## config.mk

```make
export PLATFORM = sky130hd
export DESIGN_NAME = esl_axis_interface_flat
export DESIGN_NICKNAME = d
export VERILOG_FILES = /design/src/rtl/esl_axis_pkg.sv /design/src/rtl/esl_axis_if.sv /design/src/rtl/esl_axis_channel.sv /design/src/rtl/esl_axis_interface.sv /design/src/flat_wrapper.sv
export SDC_FILE = /design/constraint.sdc
export NUM_CORES = 1
export LEC_CHECK = 0
export ABC_AREA = 0
export CORE_UTILIZATION = 50
export CTS_CLUSTER_DIAMETER = 80
export CTS_CLUSTER_SIZE = 14
export DETAILED_ROUTE_END_ITERATION = 8
export HOLD_SLACK_MARGIN = 0.12
export PLACE_DENSITY_LB_ADDON = 0.08
export SLEW_MARGIN = 20
export SYNTH_ARGS = -nofsm -noshare
export SYNTH_HDL_FRONTEND = slang
export SYNTH_SLANG_ARGS = --single-unit
```

## constraint.sdc

```tcl
create_clock -name clk -period 2.51 [get_ports clk]
set_input_delay 0.502 -clock clk [delete_from_list [all_inputs] [get_ports clk]]
set_output_delay 0.502 -clock clk [all_outputs]
set_load 0.01 [all_outputs]
```

## src/rtl/esl_axis_pkg.sv

```systemverilog
// esl_axis_pkg: register map, bit positions, velocity window and channel FSM encoding.
// Shared by the register file, the per-axis channel and any software-facing model.
package esl_axis_pkg;

   localparam int ADDR_GLOBAL_CTRL = 8'h00;
   localparam int ADDR_STATUS      = 8'h01;
   localparam int AXIS_BASE        = 8'h04;
   localparam int AXIS_STRIDE      = 4;

   localparam int OFF_CTRL     = 0;
   localparam int OFF_POSITION = 1;
   localparam int OFF_SNAPSHOT = 2;
   localparam int OFF_VELOCITY = 3;

   localparam int BIT_SOFT_RST = 31;
   localparam int BIT_DIR      = 30;
   localparam int BIT_ENABLE   = 29;
   localparam int BIT_SNAPSHOT = 0;

   localparam int VEL_WINDOW = 65536;

   typedef enum logic {
      ST_RUN  = 1'b0,
      ST_DEAD = 1'b1
   } axis_state_t;

   function automatic logic [7:0] axis_reg_addr(input int axis, input int off);
      return 8'(AXIS_BASE + AXIS_STRIDE * axis + off);
   endfunction

endpackage

```

## src/rtl/esl_axis_if.sv

```systemverilog
// esl_axis_if: Avalon-MM slave bus bundle for the axis controller.
// Latency: readdata valid one cycle after read; backpressure: none (no waitrequest).
interface esl_axis_if #(
   parameter int DATA_WIDTH = 32
);
   logic [7:0]              slave_address;
   logic                    slave_read;
   logic                    slave_write;
   logic [DATA_WIDTH-1:0]   slave_writedata;
   logic [DATA_WIDTH/8-1:0] slave_byteenable;
   logic [DATA_WIDTH-1:0]   slave_readdata;

   modport master (
      output slave_address, slave_read, slave_write, slave_writedata, slave_byteenable,
      input  slave_readdata
   );

   modport slave (
      input  slave_address, slave_read, slave_write, slave_writedata, slave_byteenable,
      output slave_readdata
   );
endinterface

```

## src/rtl/esl_axis_channel.sv

```systemverilog
// esl_axis_channel: one axis -- encoder sync + x4 decode, PWM generator, RUN/DEAD direction FSM.
// Latency: count pulse 2 cycles after an input edge, drive outputs registered; backpressure: none.
module esl_axis_channel
   import esl_axis_pkg::*;
#(
   parameter int COUNT_SIZE = 11,
   parameter int DEADTIME   = 64
) (
   input  logic                  clk,
   input  logic                  reset,
   input  logic                  enc_a,
   input  logic                  enc_b,
   input  logic                  enable,
   input  logic                  dir,
   input  logic [COUNT_SIZE-1:0] duty,
   input  logic                  axis_srst,
   input  logic                  cnt_clr,
   output logic                  count_up,
   output logic                  count_dn,
   output logic                  enc_err,
   output logic                  pwm_val,
   output logic                  dira,
   output logic                  dirb
);
   localparam int DCW = $clog2(DEADTIME + 1);
   localparam logic [DCW-1:0] DEAD_LAST = DCW'(DEADTIME - 1);

   logic [1:0]            a_sync, b_sync;
   logic                  a_prev, b_prev, a_chg, b_chg;
   logic [COUNT_SIZE-1:0] pwm_cnt;
   logic                  pwm_raw;
   axis_state_t           state;
   logic [DCW-1:0]        dead_cnt;
   logic                  dir_q;

   always_ff @(posedge clk) begin
      if (reset) begin
         a_sync <= '0;
         b_sync <= '0;
         a_prev <= 1'b0;
         b_prev <= 1'b0;
      end else begin
         a_sync <= {a_sync[0], enc_a};
         b_sync <= {b_sync[0], enc_b};
         a_prev <= a_sync[1];
         b_prev <= b_sync[1];
      end
   end

   assign a_chg = a_sync[1] ^ a_prev;
   assign b_chg = b_sync[1] ^ b_prev;

   // An A edge that leaves A!=B, or a B edge that leaves A==B, is forward motion.
   always_comb begin
      count_up = 1'b0;
      count_dn = 1'b0;
      enc_err  = a_chg & b_chg;
      if (a_chg && !b_chg) begin
         count_up = a_sync[1] ^ b_sync[1];
         count_dn = ~(a_sync[1] ^ b_sync[1]);
      end else if (b_chg && !a_chg) begin
         count_up = ~(a_sync[1] ^ b_sync[1]);
         count_dn = a_sync[1] ^ b_sync[1];
      end
   end

   always_ff @(posedge clk) begin
      if (reset || cnt_clr) begin
         pwm_cnt <= '0;
      end else begin
         pwm_cnt <= pwm_cnt + 1'b1;
      end
   end

   assign pwm_raw = (pwm_cnt < duty);

   always_ff @(posedge clk) begin
      if (reset) begin
         dir_q <= 1'b0;
      end else begin
         dir_q <= dir;
      end
   end

   // Leaving DEAD drives the new direction on the same edge so the coast lasts exactly DEADTIME.
   always_ff @(posedge clk) begin
      if (reset || axis_srst) begin
         state    <= ST_RUN;
         dead_cnt <= '0;
         pwm_val  <= 1'b0;
         dira     <= 1'b0;
         dirb     <= 1'b0;
      end else begin
         case (state)
            ST_RUN: begin
               if (enable && (dir != dir_q)) begin
                  state    <= ST_DEAD;
                  dead_cnt <= '0;
                  pwm_val  <= 1'b0;
                  dira     <= 1'b0;
                  dirb     <= 1'b0;
               end else begin
                  pwm_val <= enable & pwm_raw;
                  dira    <= enable & dir;
                  dirb    <= enable & ~dir;
               end
            end
            default: begin
               pwm_val <= 1'b0;
               dira    <= 1'b0;
               dirb    <= 1'b0;
               if (dir != dir_q) begin
                  dead_cnt <= '0;
               end else if (dead_cnt == DEAD_LAST) begin
                  state   <= ST_RUN;
                  pwm_val <= enable & pwm_raw;
                  dira    <= enable & dir;
                  dirb    <= enable & ~dir;
               end else begin
                  dead_cnt <= dead_cnt + 1'b1;
               end
            end
         endcase
      end
   end

endmodule

```

## src/rtl/esl_axis_interface.sv

```systemverilog
// esl_axis_interface: Avalon-MM register file over NUM_AXES encoder/PWM channels; ESL_AXIS_VELOCITY_EN adds VELOCITY.
// Latency: 1-cycle registered read, writes take effect next cycle; backpressure: none, bus always accepted.
module esl_axis_interface
   import esl_axis_pkg::*;
#(
   parameter int NUM_AXES   = 2,
   parameter int DATA_WIDTH = 32,
   parameter int COUNT_SIZE = 11,
   parameter int DEADTIME   = 64
) (
   input  logic                clk,
   input  logic                reset,
   esl_axis_if.slave           bus,
   input  logic [NUM_AXES-1:0] ENC_A,
   input  logic [NUM_AXES-1:0] ENC_B,
   output logic [NUM_AXES-1:0] PWM_VAL,
   output logic [NUM_AXES-1:0] DIRA,
   output logic [NUM_AXES-1:0] DIRB
);
   localparam int NBYTES = DATA_WIDTH / 8;
   typedef logic [DATA_WIDTH-1:0] word_t;

   word_t                 wmask, wdata_m, glob_rd, glob_new, rd_val;
   word_t                 ctrl_rd  [NUM_AXES];
   word_t                 ctrl_new [NUM_AXES];
   word_t                 position [NUM_AXES];
   word_t                 pos_next [NUM_AXES];
   word_t                 snapshot [NUM_AXES];
   word_t                 velocity [NUM_AXES];
   logic [COUNT_SIZE-1:0] ax_duty  [NUM_AXES];
   logic [NUM_AXES-1:0]   ax_srst, ax_dir, ax_en, wr_axis, status, status_clr;
   logic [NUM_AXES-1:0]   cnt_up, cnt_dn, enc_err;
   logic                  glob_srst, glob_snap, wr_glob, wr_status;
   logic                  unused_bits;

   always_comb begin
      wmask = '0;
      for (int b = 0; b < NBYTES; b++) begin
         wmask[b*8 +: 8] = {8{bus.slave_byteenable[b]}};
      end
      wdata_m   = bus.slave_writedata & wmask;
      wr_glob   = bus.slave_write && (bus.slave_address == 8'(ADDR_GLOBAL_CTRL));
      wr_status = bus.slave_write && (bus.slave_address == 8'(ADDR_STATUS));
      status_clr = wr_status ? wdata_m[NUM_AXES-1:0] : '0;

      glob_rd               = '0;
      glob_rd[BIT_SOFT_RST] = glob_srst;
      glob_rd[BIT_SNAPSHOT] = glob_snap;
      glob_new              = (glob_rd & ~wmask) | wdata_m;
      unused_bits           = ^glob_new;

      for (int i = 0; i < NUM_AXES; i++) begin
         ctrl_rd[i]                   = '0;
         ctrl_rd[i][BIT_SOFT_RST]     = ax_srst[i];
         ctrl_rd[i][BIT_DIR]          = ax_dir[i];
         ctrl_rd[i][BIT_ENABLE]       = ax_en[i];
         ctrl_rd[i][COUNT_SIZE-1:0]   = ax_duty[i];
         ctrl_new[i]                  = (ctrl_rd[i] & ~wmask) | wdata_m;
         wr_axis[i]  = bus.slave_write && (bus.slave_address == axis_reg_addr(i, OFF_CTRL));
         unused_bits = unused_bits ^ (^ctrl_new[i]);
      end
   end

   // Soft-reset and snapshot bits are one-cycle pulses: they hold only on the cycle after a write.
   always_ff @(posedge clk) begin
      if (reset) begin
         glob_srst <= 1'b0;
         glob_snap <= 1'b0;
         status    <= '0;
         ax_srst   <= '0;
         ax_dir    <= '0;
         ax_en     <= '0;
         for (int i = 0; i < NUM_AXES; i++) ax_duty[i] <= '0;
      end else begin
         glob_srst <= wr_glob & glob_new[BIT_SOFT_RST];
         glob_snap <= wr_glob & glob_new[BIT_SNAPSHOT];
         status    <= (status & ~status_clr) | enc_err;
         for (int i = 0; i < NUM_AXES; i++) begin
            ax_srst[i] <= wr_axis[i] & ctrl_new[i][BIT_SOFT_RST];
            if (wr_axis[i]) begin
               ax_dir[i]  <= ctrl_new[i][BIT_DIR];
               ax_en[i]   <= ctrl_new[i][BIT_ENABLE];
               ax_duty[i] <= ctrl_new[i][COUNT_SIZE-1:0];
            end
         end
      end
   end

   always_comb begin
      for (int i = 0; i < NUM_AXES; i++) begin
         pos_next[i] = position[i];
         if (glob_srst || ax_srst[i]) begin
            pos_next[i] = '0;
         end else if (cnt_up[i]) begin
            pos_next[i] = position[i] + word_t'(1);
         end else if (cnt_dn[i]) begin
            pos_next[i] = position[i] - word_t'(1);
         end
      end
   end

   always_ff @(posedge clk) begin
      if (reset) begin
         for (int i = 0; i < NUM_AXES; i++) begin
            position[i] <= '0;
            snapshot[i] <= '0;
         end
      end else begin
         for (int i = 0; i < NUM_AXES; i++) begin
            position[i] <= pos_next[i];
            if (glob_snap) snapshot[i] <= pos_next[i];
         end
      end
   end

`ifdef ESL_AXIS_VELOCITY_EN
   localparam int VW = $clog2(VEL_WINDOW);
   logic [VW-1:0] win_cnt;
   word_t         vel_base [NUM_AXES];

   always_ff @(posedge clk) begin
      if (reset) begin
         win_cnt <= '0;
         for (int i = 0; i < NUM_AXES; i++) begin
            vel_base[i] <= '0;
            velocity[i] <= '0;
         end
      end else begin
         win_cnt <= win_cnt + 1'b1;
         if (win_cnt == VW'(VEL_WINDOW - 1)) begin
            for (int i = 0; i < NUM_AXES; i++) begin
               velocity[i] <= pos_next[i] - vel_base[i];
               vel_base[i] <= pos_next[i];
            end
         end
      end
   end
`else
   always_comb begin
      for (int i = 0; i < NUM_AXES; i++) velocity[i] = '0;
   end
`endif

   always_comb begin
      rd_val = '0;
      if (bus.slave_address == 8'(ADDR_GLOBAL_CTRL)) rd_val = glob_rd;
      if (bus.slave_address == 8'(ADDR_STATUS))      rd_val = word_t'(status);
      for (int i = 0; i < NUM_AXES; i++) begin
         if (bus.slave_address == axis_reg_addr(i, OFF_CTRL))     rd_val = ctrl_rd[i];
         if (bus.slave_address == axis_reg_addr(i, OFF_POSITION)) rd_val = position[i];
         if (bus.slave_address == axis_reg_addr(i, OFF_SNAPSHOT)) rd_val = snapshot[i];
         if (bus.slave_address == axis_reg_addr(i, OFF_VELOCITY)) rd_val = velocity[i];
      end
   end

   always_ff @(posedge clk) begin
      if (reset) begin
         bus.slave_readdata <= '0;
      end else if (bus.slave_read) begin
         bus.slave_readdata <= rd_val;
      end
   end

   for (genvar i = 0; i < NUM_AXES; i++) begin : g_axis
      esl_axis_channel #(
         .COUNT_SIZE (COUNT_SIZE),
         .DEADTIME   (DEADTIME)
      ) u_channel (
         .clk       (clk),
         .reset     (reset),
         .enc_a     (ENC_A[i]),
         .enc_b     (ENC_B[i]),
         .enable    (ax_en[i]),
         .dir       (ax_dir[i]),
         .duty      (ax_duty[i]),
         .axis_srst (ax_srst[i]),
         .cnt_clr   (ax_srst[i] | glob_srst),
         .count_up  (cnt_up[i]),
         .count_dn  (cnt_dn[i]),
         .enc_err   (enc_err[i]),
         .pwm_val   (PWM_VAL[i]),
         .dira      (DIRA[i]),
         .dirb      (DIRB[i])
      );
   end

endmodule

```

## src/flat_wrapper.sv

```systemverilog
// flat-port wrapper written by rule: the top's interface ports become plain ports
module esl_axis_interface_flat import esl_axis_pkg::*;
#(
   parameter int NUM_AXES   = 2,
   parameter int DATA_WIDTH = 32,
   parameter int COUNT_SIZE = 11,
   parameter int DEADTIME   = 64
)
  (clk, reset, ENC_A, ENC_B, PWM_VAL, DIRA, DIRB, bus_slave_address, bus_slave_read, bus_slave_write, bus_slave_writedata, bus_slave_byteenable, bus_slave_readdata);
  esl_axis_if #(.DATA_WIDTH(DATA_WIDTH)) bus_i ();
  input  logic clk;
  input  logic reset;
  input  logic [NUM_AXES-1:0] ENC_A;
  input  logic [NUM_AXES-1:0] ENC_B;
  output logic [NUM_AXES-1:0] PWM_VAL;
  output logic [NUM_AXES-1:0] DIRA;
  output logic [NUM_AXES-1:0] DIRB;
  input wire logic [$bits(bus_i.slave_address)-1:0] bus_slave_address;
  input wire logic [$bits(bus_i.slave_read)-1:0] bus_slave_read;
  input wire logic [$bits(bus_i.slave_write)-1:0] bus_slave_write;
  input wire logic [$bits(bus_i.slave_writedata)-1:0] bus_slave_writedata;
  input wire logic [$bits(bus_i.slave_byteenable)-1:0] bus_slave_byteenable;
  output wire logic [$bits(bus_i.slave_readdata)-1:0] bus_slave_readdata;
  assign bus_i.slave_address = bus_slave_address;
  assign bus_i.slave_read = bus_slave_read;
  assign bus_i.slave_write = bus_slave_write;
  assign bus_i.slave_writedata = bus_slave_writedata;
  assign bus_i.slave_byteenable = bus_slave_byteenable;
  assign bus_slave_readdata = bus_i.slave_readdata;
  esl_axis_interface #(.NUM_AXES(NUM_AXES), .DATA_WIDTH(DATA_WIDTH), .COUNT_SIZE(COUNT_SIZE), .DEADTIME(DEADTIME)) u_core (.clk(clk), .reset(reset), .bus(bus_i), .ENC_A(ENC_A), .ENC_B(ENC_B), .PWM_VAL(PWM_VAL), .DIRA(DIRA), .DIRB(DIRB));
endmodule
```

=== Word level (Yosys, flattened, before mapping) ===
Memories as Yosys holds them, arrays and structs flattened.
Cells that the tools add are included.

* Add/sub/neg operators: 8
* Magnitude comparators: 2
* Eq/ne operators: 15
* Mux-type cells: 83
* Bitwise gates (word level): 41
* Reductions and logical operators: 25

{| class="wikitable"
|+ Operators by type and width
! operator !! number
|-
| 32-bit two-way mux || 20
|-
| 32-bit AND || 4
|-
| 32-bit OR || 3
|-
| 32-bit by 1-bit adder with 32-bit output (second input constant) || 2
|-
| 32-bit by 1-bit subtractor with 32-bit output (second input constant) || 2
|-
| 7-bit two-way mux || 8
|-
| 1-bit two-way mux || 52
|-
| 8-bit by 3-bit == test with 1-bit output (second input constant) || 4
|-
| 8-bit by 4-bit == test with 1-bit output (second input constant) || 4
|-
| 32-bit NOT || 1
|-
| 11-bit by 1-bit adder with 11-bit output (second input constant) || 2
|-
| 11-bit less-than comparator || 2
|-
| 11-bit two-way mux || 2
|-
| 7-bit by 1-bit adder with 7-bit output (second input constant) || 2
|-
| 7-bit by 6-bit == test with 1-bit output (second input constant) || 2
|-
| 1-bit AND || 12
|-
| 1-bit logical AND || 10
|-
| 8-bit by 1-bit == test with 1-bit output (second input constant) || 1
|-
| 8-bit logical NOT || 1
|-
| 1-bit OR || 8
|-
| 1-bit logical OR || 6
|-
| 3-bit inequality test (second input constant) || 2
|-
| 1-bit XOR || 6
|-
| 1-bit logical NOT || 4
|-
| 8 further kinds || 14
|}

* Bits in registers: 100
* Memory bits (writable): 150
* Input bits: 52
* Output and inout port bits: 38
* Logic and storage cells: 208
* Memories kept: 3

{| class="wikitable"
|+ Memories
! memory !! words !! bits a word !! read ports !! clocked after Yosys merged registers in !! wr ports !! line !! text
|-
| u_core.position || 2 || 32 || 2 || 0 || 2 || esl_axis_interface.sv:26 || <nowiki>word_t position [NUM_AXES];</nowiki>
|-
| u_core.snapshot || 2 || 32 || 2 || 0 || 2 || esl_axis_interface.sv:28 || <nowiki>word_t snapshot [NUM_AXES];</nowiki>
|-
| u_core.ax_duty || 2 || 11 || 2 || 0 || 2 || esl_axis_interface.sv:30 || <nowiki>logic [COUNT_SIZE-1:0] ax_duty [NUM_AXES];</nowiki>
|}

=== Logic depth before layout (Yosys ltp) ===
* Depth after elaboration: 11
* Mapped depth: 8
* Gate-level depth less buffers: 7

=== Cells and area by module ===
From an unflattened synthesis, not the netlist that was laid out.

* Cells, all modules: 1474
* Area, all modules: 13305.3 µm²

{| class="wikitable"
|+ Modules (own cells, without submodules)
! module !! times used !! cells each !! area an instance (µm²) !! seq. area each (µm²)
|-
| esl_axis_interface || 1 || 1162 || 10477.5 || 4704.5
|-
| esl_axis_channel || 2 || 156 || 1413.9 || 580.6
|}

=== Least setup slack after synthesis ===
Ideal clock, no wire load.

* Kind: register to register
* Start: memory u_core.position[0][0] in the netlist's numbering
* End: memory u_core.snapshot[0][16] in the netlist's numbering, data pin
* Setup time: 268 ps
* Data arrival time: 2075 ps
* Data required time: 2242 ps
* Path slack: 167 ps
* Cell stages (with the launch flop): 9
* Path buffers: 1
* Period minus slack after synthesis: 2343 ps
* Cell sequence: dfxtp_1 > clkbuf_1 > inv_1 > ha_1 > or3b_2 > or4_1 > nor4_1 > o21ai_0 > nor3b_1

{| class="wikitable"
|+ RTL lines
! element !! line
|-
| start, declared || esl_axis_interface.sv:26
|-
| end, declared || esl_axis_interface.sv:28
|}

==> out/metrics.cfg <==
[sta]
setup_violations=0
final.period_utilization_pct=94.8
hold_viol=0
finClkSkew_ns=0.0197
worstMarginPinSlew_ns=0.644
timing.fmax_mhz=420
maxSlewHeadroom_pct=57.1
fin_crit_ns=2.38
slew_viol_final=0
fin_ws_ns=0.131
rsz0062_at_grt=no
fin_setup_tns_ns=0

[logic_synthesis]
async_flop_share_pct=0
yosysUniqueCellTypes=76
synth_top_flop_cell=dfxtp_1
synth-edff-count=86
syn_area_um2=13600
synth_fp_nets=1601
syn_area_per_cell_um2=8.93
ys_warn_count=0
synth_seq_area_share_pct=43.2
synth_seq_cells=250
syn_inst=1521

[flow_run]
max-cap-violations=0

[grt]
grt_pass1_wl_mm=61.6
grt_pass1_vias=11200
antenna_found_initial=1
grt.overflow.total=0
grt_max_degree=33
grt_usage_pct=28.0

[cts]
path_clk_slew_ns=0.07
clock_path_buffers=3
clock_latency_ns=0.52
cts_tree=done
htree_levels=1
cts_sinks=250
root_buffer=clkbuf_16
cts_buffers=21

[route]
highest-signal-layer=met5
vias=12000
wl_met1_mm=17.9
met3_length_mm=3.09
wl_mm=39.5
vias_per_cell=6.01
met2WireLength_mm=17.7
wl_per_cell_um=19.7
dr.pass1.iters=8
dr.first_iter.drc_count=1012
drc=0
drtAntennaViolNets=0

[floorplan]
dieArea_um2=27800
die_h_um=167
ios=90
rows=59
die_x_um=167
core_um2=26400
start_util_pct=51.6

[finish]
syn_to_final_growth_pct=18.4
n_fill_cell=2350
seq_area_um2=5870
postLayoutCoreUtil_pct=61.1
nets=1729
n_antenna_cell=0
multi_input_area_um2=7130
drive_gt1_share_pct=11.8

[hold_path]
hold_path_class=in -> reg

[placed_design]
gp_congestion=0.948
portBuffers=70
dp_hpwl_mm=29.5
post-place-ws_ns=-0.199

[critical_path]
worstSetupStartpoint=u_core.position[0][35]
cp-start-kind=register
r2r_start=u_core.position[0][35]
path_class=reg -> reg
end_kind=register
crit_path_top_delay_cell=nor2_1
r2r-end=u_core.snapshot[0][61]
worst-path-max-fanout=7
crit_chain=nand4_1, nor2_1, nand3_1, a221oi_2, buf_4, mux2i_1
required_ns=2.88
critPathMaxStageDelay_ns=0.50
r2r_cells=6
crit_path_end=u_core.snapshot[0][61]
cp.arrival_ns=2.75
rrSetupSlack_ns=0.13

[pwr]
powerDensity_nw_per_um2=631
peakVddDrop_mv=0.507
finalPower_uw=10200
power.leakage_uw=0.00586

[status]
status=complete, no violations

-- area by class of cell --
cell class | count | area share (%)
Multi-Input combinational cell | 1117 | 44.3
Sequential cell | 250 | 36.5
Timing Repair Buffer | 213 | 11.9
Clock buffer | 36 | 3.62
Tap cell | 335 | 2.60
Inverter | 46 | 1.07
Clock inverter | 1 | 0.0544
-- state kept, by name (all words and copies together), names as in the netlist, named ones only --
name / cells
u_core.position: 64
u_core.snapshot: 64
u_core.bus.slave_readdata: 32
u_core.ax_duty: 22
u_core.g_axis.u_channel.pwm_cnt: 22
u_core.g_axis.u_channel.dead_cnt: 14
u_core.g_axis.u_channel.a_sync: 4
u_core.g_axis.u_channel.b_sync: 4
u_core.ax_srst: 2
u_core.g_axis.u_channel.a_prev: 2
u_core.g_axis.u_channel.b_prev: 2
u_core.g_axis.u_channel.dir_q: 2
u_core.g_axis.u_channel.dira: 2
u_core.g_axis.u_channel.dirb: 2
u_core.g_axis.u_channel.pwm_val: 2
u_core.g_axis.u_channel.state: 2
u_core.status: 2
u_core.glob_snap: 1
u_core.glob_srst: 1
-- synthesized netlist by cell type, types with 19 or more instances --
| cell | n | area, um^2 |
|---|---|---|
| dfxtp_1 | 164 | 3280 |
| nand2_1 | 134 | 503 |
| nor2_1 | 124 | 465 |
| a21oi_1 | 93 | 465 |
| edfxtp_1 | 86 | 2580 |
| clkbuf_1 | 83 | 312 |
| o21ai_0 | 70 | 350 |
| nor3_1 | 56 | 280 |
| mux2i_1 | 54 | 541 |
| inv_1 | 45 | 169 |
| a22oi_1 | 42 | 315 |
| nand2b_1 | 41 | 257 |
| nand3_1 | 38 | 190 |
| nor2b_1 | 37 | 231 |
| nand4_1 | 36 | 225 |
| xnor2_1 | 36 | 315 |
| and3_1 | 32 | 200 |
| ha_1 | 28 | 350 |
| a21o_1 | 26 | 195 |
| xor2_1 | 26 | 228 |
| or3_1 | 24 | 150 |
| and2_1 | 22 | 138 |
| nor4_1 | 19 | 119 |
-- through the flow --
| step | cells | hold slack [ns] | area (um^2) |
|---|---|---|---|
| 6_report | 1998 | 0.434 | 16100 |
| 5_1_grt | 1998 | 0.451 | 16100 |
| 4_1_cts | 1998 | 0.427 | 16100 |
| 3_5_place_dp | 1961 | 0.424 | 15500 |
| 3_3_place_gp | 1961 | 0.417 | 15500 |
| 2_1_floorplan | 1521 | 0.414 | 13600 |
-- power breakdown --
| group | internal (uW) | switching [uW] | leakage [uW] | total (uW) |
|---|---|---|---|---|
| Clock | 1580 | 1480 | 0.000281 | 3060 |
| Sequential | 4400 | 250 | 0.00222 | 4650 |
| Combinational | 1050 | 1390 | 0.00336 | 2440 |
| Total | 7030 | 3130 | 0.00586 | 10200 |
-- layer usage --
| metal | vias up | track usage [%] |
|---|---|---|
| met3 | 57 | 3.92 |
| li1 | 5797 | - |
| met1 | 5731 | 40.4 |
| met4 | 2 | 6.64 |
| met5 | - | 0 |
| met2 | 428 | 44.1 |
-- cell usage in the layout, fill, tap and decap left out, types with 5 or more instances in the layout --
| cell type | count |
|---|---|
| a2111oi_0 | 5 |
| a211oi_1 | 12 |
| a21boi_0 | 10 |
| a21o_1 | 26 |
| a21oi_1 | 93 |
| a22oi_1 | 42 |
| a2bb2oi_1 | 14 |
| a311oi_1 | 11 |
| a31oi_1 | 5 |
| a32oi_1 | 7 |
| and2_1 | 22 |
| and3_1 | 32 |
| and3b_1 | 8 |
| and4_1 | 10 |
| buf_12 | 12 |
| buf_4 | 131 |
| clkbuf_1 | 15 |
| clkbuf_16 | 21 |
| clkdlybuf4s50_1 | 68 |
| dfxtp_1 | 164 |
| edfxtp_1 | 86 |
| ha_1 | 28 |
| inv_1 | 45 |
| mux2i_1 | 54 |
| nand2_1 | 134 |
| nand2b_1 | 41 |
| nand3_1 | 38 |
| nand4_1 | 36 |
| nor2_1 | 124 |
| nor2b_1 | 37 |
| nor3_1 | 52 |
| nor3b_1 | 8 |
| nor4_1 | 18 |
| nor4_2 | 5 |
| o21ai_0 | 70 |
| o22ai_1 | 18 |
| or3_1 | 24 |
| or4_1 | 10 |
| xnor2_1 | 36 |
| xor2_1 | 26 |
-- timing repair --
item	4_1_cts	5_1_grt
setup buffers	0	0
gates resized for setup	0	3
setup endpoints to repair	0	5
hold buffers	0	0
-- critical path: cells and delay by family, from the launching register on --
| family | cells | cell delay, ns |
|---|---|---|
| AND/OR/NAND/NOR | 3 | 1.11 |
| AO/OA/AOI/OAI | 1 | 0.31 |
| flip-flops | 1 | 0.44 |
| buffers and inverters | 1 | 0.17 |
| multiplexers | 1 | 0.19 |
-- cell families (layout without fill, tap and decap cells) --
kind of cell | count (synthesis) | after routing | share of synthesized area (%)
AND/OR/NAND/NOR | 620 | 620 | 24.4
buffers and inverters | 154 | 296 | 4.59
AO/OA/AOI/OAI | 351 | 351 | 17.1
multiplexers | 55 | 55 | 4.06
flip-flops | 250 | 250 | 43.2
adder cells (fa/ha/maj) | 28 | 28 | 2.58
XOR/XNOR | 63 | 63 | 4.12
-- worst min-delay path by stage --
stage,end,from,cells past startpoint,slack (ns)
3_3_place_gp,u_core.g_axis[0].u_channel.b_sync[1],u_core.g_axis[0].u_channel.b_sync[0],1,0.42
2_1_floorplan,u_core.g_axis[0].u_channel.a_sync[1],u_core.g_axis[0].u_channel.a_sync[0],1,0.41
4_1_cts,u_core.g_axis[0].u_channel.b_sync[1],reset,2,0.43
6_report,u_core.g_axis[0].u_channel.b_sync[1],reset,2,0.43
5_1_grt,u_core.g_axis[0].u_channel.b_sync[1],reset,2,0.45
3_5_place_dp,u_core.g_axis[1].u_channel.b_sync[1],u_core.g_axis[1].u_channel.b_sync[0],1,0.42
Power figures use the tool's default switching activity.
